===== config.mk =====
export PLATFORM = sky130hd
export DESIGN_NAME = ddr_req_seq
export DESIGN_NICKNAME = d
export VERILOG_FILES = /design/src/rtl/ddr_req_seq.sv
export SDC_FILE = /design/constraint.sdc
export NUM_CORES = 1
export LEC_CHECK = 0
export CAP_MARGIN = 10
export CORE_MARGIN = 4
export CORE_UTILIZATION = 35
export DETAILED_ROUTE_END_ITERATION = 8
export GPL_ROUTABILITY_DRIVEN = 0
export GPL_TIMING_DRIVEN = 0
export HOLD_SLACK_MARGIN = 0.12
export PLACE_DENSITY = 0.64
export SYNTH_ARGS = -nofsm -noshare
export SYNTH_HDL_FRONTEND = slang
export SYNTH_SLANG_ARGS = --single-unit

===== constraint.sdc =====
create_clock -name CK_t -period 4 [get_ports CK_t]
set_input_delay 1.2 -clock CK_t [delete_from_list [all_inputs] [get_ports CK_t]]
set_output_delay 1.2 -clock CK_t [all_outputs]
set_load 0.05 [all_outputs]

===== src/rtl/ddr_req_seq.sv =====
// Purpose : programmable request sequencer feeding the DDR4 controller request port.
// Latency : start sampled at edge N -> first offer visible from edge N; one request per cycle when gap=0.
// Backpressure: offer (cmd_rdy/log_addr/request) is held stable until cmd_ack; no comb path ack->outputs.
//
// Ports:
//   CK_t, reset_n        clock (rising) / async active-low reset
//   start, abort         one-cycle launch pulse / synchronous stop
//   mode, base_addr,
//   stride, num_req,
//   gap, req_pattern     run configuration, captured on an accepted start
//   cmd_ack              controller accepts the current offer
//   cmd_rdy, log_addr,
//   request              registered request offer
//   busy, done,
//   issued_cnt           run status
module ddr_req_seq #(
  parameter int ADDR_W  = 40,
  parameter int REQ_W   = 3,
  parameter int PAT_LEN = 4,
  parameter int CNT_W   = 16,
  parameter int GAP_W   = 8
) (
  input  logic                     CK_t,
  input  logic                     reset_n,
  input  logic                     start,
  input  logic                     abort,
  input  logic [1:0]               mode,
  input  logic [ADDR_W-1:0]        base_addr,
  input  logic [ADDR_W-1:0]        stride,
  input  logic [CNT_W-1:0]         num_req,
  input  logic [GAP_W-1:0]         gap,
  input  logic [PAT_LEN*REQ_W-1:0] req_pattern,
  input  logic                     cmd_ack,
  output logic                     cmd_rdy,
  output logic [ADDR_W-1:0]        log_addr,
  output logic [REQ_W-1:0]         request,
  output logic                     busy,
  output logic                     done,
  output logic [CNT_W-1:0]         issued_cnt
);

  localparam int IDX_W = (PAT_LEN > 1) ? $clog2(PAT_LEN) : 1;
  localparam logic [1:0] MODE_INCR = 2'd1;
  localparam logic [1:0] MODE_LFSR = 2'd2;

  typedef enum logic [1:0] {
    S_IDLE  = 2'd0,
    S_ISSUE = 2'd1,
    S_GAP   = 2'd2,
    S_DONE  = 2'd3
  } state_t;

  state_t state_q, state_d;

  logic [1:0]               cfg_mode_q;
  logic [ADDR_W-1:0]        cfg_stride_q;
  logic [CNT_W-1:0]         cfg_num_q;
  logic [GAP_W-1:0]         cfg_gap_q;
  logic [PAT_LEN*REQ_W-1:0] cfg_pat_q;
  logic [IDX_W-1:0]         idx_q;
  logic [GAP_W-1:0]         gap_cnt_q;

  logic                     accept;
  logic                     launch;
  logic [CNT_W-1:0]         cnt_inc;
  logic [IDX_W-1:0]         idx_nxt;
  logic [ADDR_W-1:0]        addr_nxt;
  logic [ADDR_W-1:0]        seed;
  logic [REQ_W-1:0]         pat_slot [PAT_LEN];

  // cmd_rdy is only ever high in ISSUE, so this is the accept of the live offer.
  assign accept  = cmd_rdy & cmd_ack;
  assign launch  = (state_q == S_IDLE) & start;
  assign cnt_inc = issued_cnt + CNT_W'(1);

  // An all-zero LFSR would lock up, so a zero seed is forced to 1.
  assign seed = ((mode == MODE_LFSR) && (base_addr == '0)) ? ADDR_W'(1) : base_addr;

  always_comb begin
    for (int k = 0; k < PAT_LEN; k++) begin
      pat_slot[k] = cfg_pat_q[k*REQ_W +: REQ_W];
    end
  end

  always_comb begin
    idx_nxt = idx_q + IDX_W'(1);
    if (idx_q == IDX_W'(PAT_LEN - 1)) begin
      idx_nxt = '0;
    end
  end

  always_comb begin
    addr_nxt = log_addr;
    case (cfg_mode_q)
      MODE_INCR: addr_nxt = log_addr + cfg_stride_q;
      MODE_LFSR: addr_nxt = {log_addr[ADDR_W-2:0], log_addr[ADDR_W-1] ^ log_addr[ADDR_W-2]};
      default:   addr_nxt = log_addr;
    endcase
  end

  always_comb begin
    state_d = state_q;
    case (state_q)
      S_IDLE: begin
        if (start) begin
          state_d = (num_req != '0) ? S_ISSUE : S_DONE;
        end
      end
      S_ISSUE: begin
        if (accept) begin
          if (cnt_inc == cfg_num_q) begin
            state_d = S_DONE;
          end else if (cfg_gap_q == '0) begin
            state_d = S_ISSUE;
          end else begin
            state_d = S_GAP;
          end
        end
      end
      S_GAP: begin
        if (gap_cnt_q == GAP_W'(1)) begin
          state_d = S_ISSUE;
        end
      end
      S_DONE: state_d = S_IDLE;
      default: state_d = S_IDLE;
    endcase
    // Abort overrides everything except IDLE; a coincident accept is still counted below.
    if (abort && (state_q != S_IDLE)) begin
      state_d = S_IDLE;
    end
  end

  always_ff @(posedge CK_t or negedge reset_n) begin
    if (!reset_n) begin
      state_q      <= S_IDLE;
      cfg_mode_q   <= '0;
      cfg_stride_q <= '0;
      cfg_num_q    <= '0;
      cfg_gap_q    <= '0;
      cfg_pat_q    <= '0;
      idx_q        <= '0;
      gap_cnt_q    <= '0;
      cmd_rdy      <= 1'b0;
      log_addr     <= '0;
      request      <= '0;
      busy         <= 1'b0;
      done         <= 1'b0;
      issued_cnt   <= '0;
    end else begin
      state_q <= state_d;
      cmd_rdy <= (state_d == S_ISSUE);
      busy    <= (state_d == S_ISSUE) || (state_d == S_GAP);
      done    <= (state_d == S_DONE);

      if (launch) begin
        cfg_mode_q   <= mode;
        cfg_stride_q <= stride;
        cfg_num_q    <= num_req;
        cfg_gap_q    <= gap;
        cfg_pat_q    <= req_pattern;
        idx_q        <= '0;
        issued_cnt   <= '0;
        log_addr     <= seed;
        request      <= req_pattern[REQ_W-1:0];
      end else if (accept) begin
        // Next offer is prepared here so it is already registered when ISSUE resumes.
        issued_cnt <= cnt_inc;
        idx_q      <= idx_nxt;
        log_addr   <= addr_nxt;
        request    <= pat_slot[idx_nxt];
        gap_cnt_q  <= cfg_gap_q;
      end else if (state_q == S_GAP) begin
        gap_cnt_q <= gap_cnt_q - GAP_W'(1);
      end
    end
  end

endmodule


# --- After elaboration in Yosys (flattened, before gate mapping) ---
# Cells that the tools add are included.
word_totals:
  wordCells: 73
  ff_bits: 152
  inputBits: 123
classes:
  n_addsub: 4
  order_cmp: 1
  bitwise: 5
  n_eq_ne: 12
  mux: 24
  n_reduce_logical: 13
op_table:
  columns: ["operator", "n"]
  rows:
  - ["40-bit two-way mux", 3]
  - ["40-bit case mux with 2 select lines", 1]
  - ["40-bit adder", 1]
  - ["40-bit zero test", 1]
  - ["16-bit two-way mux", 2]
  - ["2-bit two-way mux", 10]
  - ["16-bit by 1-bit adder with 16-bit output (second input constant)", 1]
  - ["16-bit equality test", 1]
  - ["8-bit two-way mux", 2]
  - ["16-bit nonzero test", 1]
  - ["2-bit equality test (second input constant)", 7]
  - ["3-bit two-way mux", 4]
  - ["8-bit by 1-bit equality test with 1-bit output (second input constant)", 1]
  - ["8-bit zero test", 1]
  - ["2-bit case mux with 4 select lines", 1]
  - ["8-bit by 1-bit subtractor with 8-bit output (second input constant)", 1]
  - ["3-bit binary-select mux with 2-bit select", 1]
  - ["2-bit by 1-bit equality test with 1-bit output (second input constant)", 3]
  - ["2-bit nonzero test", 3]
  - ["2-bit AND reduction", 2]
  - ["3-bit greater-or-equal comparator (second input constant)", 1]
  - ["2-bit inverter with 3-bit output", 1]
  - ["3-bit nonzero test", 1]
  - ["2-bit by 1-bit adder with 2-bit output (second input constant)", 1]
  - ["other kinds (6)", 8]

# --- Depth between registers and ports, before layout ---
logic_depth:
  ltp_word: 8
  mapped_depth: 13
  mapped_depth_nobuf: 12

# --- Least setup slack after synthesis ---
# OpenSTA, ideal clock, no wires.
synth_timing:
  path_kind: "reg2reg"
  start: "register log_addr[0]"
  end: "register log_addr[34]"
  period_less_slack_ns: 3.120
  arrival_ns: 3.026
  path_buffers: 0
  required_ns: 3.906
  path_stages_with_launch: 12
  slack_ns: 0.880
  setup_ns: 0.094
  path_cell_list: "dfrtp_1 -> ha_1 -> fa_1 -> a21oi_1 -> o211ai_1 -> a31o_2 -> o2111ai_1 -> a21oi_1 -> a311oi_1 -> o21ai_2 -> xnor2_1 -> a211oi_1"
synth_via:
  elab_chain_cells: 4
synth_rtl:
  columns: ["element", "line_no", "source"]
  rows:
  - ["start, declared", "35", "output logic [ADDR_W-1:0] log_addr,"]
  - ["start signal, assigned", "170", "log_addr <= addr_nxt;"]
  - ["40-bit adder", "95", "MODE_INCR: addr_nxt = log_addr + cfg_stride_q;"]
  - ["40-bit case mux with 2 select lines", "94", "case (cfg_mode_q)"]
  - ["40-bit two-way mux", "166", "end else if (accept) begin"]
  - ["40-bit two-way mux", "156", "if (launch) begin"]
# Every way passes these cells. The select of a mux whose other input is x is not followed.
# A chain may end at the register's enable or synchronous reset.

# --- Worst setup path after layout ---
# Ends and elaborated chain as after synthesis.

==> results.toml <==
[yosys]
post-synth-top-count-cell = "nand2_1"
yosys_warnings = 0
synthArstFlopShare = 1.00
syn_area_mm2 = 0.00937
synth_enable_flop_cells = 0
synth-simple-area-share = 0.227
synth_compound_area_frac = 0.194
synth_mux_area_frac = 0.0126
synth.top_cell.area_share = 0.406
avgSynthCellArea_um2 = 8.30
synth_top_family_by_area = "simple AND/OR/NAND/NOR gates"
synth_top_flop_cell = "dfrtp_1"
synth_area_leaders = "dfrtp_1 41%, nand2_1 12%, ha_1 6.0%, a21oi_1 4.6%, o21ai_0 4.0%"
seq_area_frac_synth = 0.406
synthXorXnorAreaFrac = 0.0608
synth_common_cells = "305 x nand2_1, 152 x dfrtp_1, 87 x a21oi_1"
yosysUniqueCellTypes = 64
syn_inst = 1129
synthAdderAreaFrac = 0.0622
syn-num-nets = 1298
yosys_register_bits = 152
post-synth-top-area-cell = "dfrtp_1"

[clock_network]
cts.clk_slew.worst_paths_ns = 0.07
ctsResizeCount = 0
cts_tree = "yes"
post_cts_buffers = 0
insertion_delay_ns = 0.42
clkSinkCount = 152
htree_levels = 4
cts_inserted_buffers = 17
root_buffer = "clkbuf_16"
cts_max_path_buffers = 2
holdBufCountCts = 0

[cells_and_area]
layout-drive-gt1-share = 0.0461
n_antenna_cell = 0
syn_to_final_growth_pct = 30.9
finalNetCount = 1502
design_area_mm2 = 0.0123
fillers = 2544

[routing]
route.met2.wl_um = 14500
drt-wirelength-per-cell_um = 18.6
drc_errors = 0
viasPerCell = 5.41
wl_met1_um = 14000
dr.pass1.iters = 5
top_layer = "met4"
vias = 9093
met3_length_um = 2090
detail-route-antenna-nets = 0
drt_iter0_markers = 693
wl_um = 31200

[floorplanning]
fp-row-count = 59
die-area_mm2 = 0.0294
die_w_um = 172
fp.dieH_um = 172
pin_count = 185
core_area_mm2 = 0.0262
initial_core_util = 0.357

[place]
io_buffers = 184
place_ws_ns = -0.154
place_hpwl_um = 24000
dpl_cell_area_mm2 = 0.0117

[worst_setup_path]
critPathKind = "reg -> reg"
r2r-start = "log_addr[0]"
timing.rr.end = "log_addr[34]"
rrSetupSlack_ns = 0.28
end_kind = "flop"
startpoint = "log_addr[0]"
worstRegToRegCells = 11
cp_max_fo = 5
crit_required_ns = 4.33
start_kind = "flop"
arrival_ns = 4.04
crit_end = "log_addr[34]"

[pwr]
internal_power_uw = 6070
p_seq_frac = 0.245
clockPowerShare = 0.140
p_per_area_mw_per_mm2 = 976
switchingPower_uw = 5900
power_uw = 12000
pwr-share-comb = 0.615
peakVddDrop_v = 0.000560
power.share.switching = 0.493
leakage_uw = 0.00541

[sta]
hold_viol = 0
maxSlewHeadroom = 0.403
fin_crit_sh = 0.929
fmax_mhz = 269
setup_slack_ns = 0.284
period_needed_ns = 3.72
grt_setup_unrepaired = "false"
setup_viol_count_final = 0
slew_violations = 0
finClkSkew_ns = 0.0125
max_slew.worst_pin.slew_ns = 0.892

[global_route]
overflow = 0
grt_pass1_vias = 8893
antenna_found_initial = 0
grt_first_pass_wirelength_um = 49300
grt_max_degree = 80
grtUsageTotal = 0.213

[worst_hold_path]
hold_class = "reg -> reg"
hold_depth = 2

[flow_run]
drv_cap = 0

[status]
status = "finished, final reports clean"
==> metal layers <==
layer  up-vias  GRT usage
li1       4400          -
met1      4317      0.293
met2       329      0.338
met3        47     0.0441
met4         0     0.0668
met5         -          0
==> cell type report <==
type / instances / area (um2) / share of cell area
plain buffers: 54 / 274 / 0.0223
well taps: 335 / 419 / 0.0342
clock buffers: 18 / 439 / 0.0358
inverters: 19 / 71.3 / 0.00582
flip-flops and latches: 152 / 3800 / 0.310
multi-input cells: 904 / 5220 / 0.426
repair buffers: 185 / 1870 / 0.153
clock inverters: 14 / 163 / 0.0133
==> layout by cell type (no fill, tap or decap), types with 7 or more instances in the layout <==
cell type,netlist,final
a21oi_1,87,87
inv_1,19,19
nand4_1,18,18
a31oi_1,11,11
xnor2_1,33,33
nor4_1,18,18
nand2_1,305,305
nor3_1,12,12
o21ai_0,75,75
a21o_1,20,20
or3_1,9,9
dfrtp_1,152,152
clkbuf_16,0,17
o21a_1,10,10
o211ai_1,11,11
clkbuf_1,39,39
a211oi_1,10,10
nand3_1,20,20
a22oi_1,7,7
xor2_1,32,32
a222oi_1,8,8
ha_1,45,45
nor2_1,67,67
o22ai_1,14,14
clkdlybuf4s50_1,0,183
and3_1,8,8
==> critical path, cell delays in order (launching register included) <==
cell	delay (ns)
dfrtp_1	0.43
ha_1	0.24
fa_1	0.41
a21oi_1	0.25
o211ai_1	0.15
a31o_2	0.28
o2111ai_1	0.39
a21oi_1	0.25
a311oi_1	0.63
o21ai_2	0.19
xnor2_1	0.16
a211oi_1	0.24
==> sequential cells by signal (all words and copies together) (netlist names), 2 cells and up <==
name and flops:
state_q 2, cfg_stride_q 40, gap_cnt_q 8, cfg_num_q 16, cfg_mode_q 2, cfg_pat_q 12, issued_cnt 16, idx_q 2
request 3, cfg_gap_q 8, log_addr 40
==> power groups by stage <==
stage	clock network (uW)	registers (uW)	logic (uW)
floorplan	0	3550	4510
global placement	0	2940	7160
detailed placement	0	2940	7270
CTS	1710	2920	7320
global route	1770	3020	8150
finish	1670	2930	7360
==> per-stage QoR <==
stage	hold slack [ns]	std cells	setup TNS, ns	utilization
final	0.473	1681	0	0.468
after global routing	0.505	1681	0	0.468
after CTS	0.477	1681	0	0.468
after detailed placement	0.459	1649	-1.14	0.445
after global placement	0.458	1648	-735.22	0.444
after floorplan	0.440	1129	0	-
==> kinds of logic after synthesis <==
| kind of cell | count (synthesis) |
|---|---|
| multiplexers | 8 |
| AO/OA/AOI/OAI | 294 |
| AND/OR/NAND/NOR | 491 |
| buffers and inverters | 73 |
| adder cells (fa/ha/maj) | 46 |
| flip-flops | 152 |
| XOR/XNOR | 65 |
==> how the worst min path moves through the flow <==
stage / startpoint / to / slack (ns)
after floorplan: cfg_pat_q[3] / cfg_pat_q[3] / 0.44
after global placement: cfg_pat_q[9] / cfg_pat_q[9] / 0.46
after detailed placement: cfg_pat_q[3] / cfg_pat_q[3] / 0.46
after CTS: cfg_pat_q[3] / cfg_pat_q[3] / 0.48
after global routing: cfg_pat_q[11] / cfg_pat_q[11] / 0.50
final: cfg_pat_q[5] / cfg_pat_q[5] / 0.47
No activity file was read; power rests on OpenSTA's default activity.
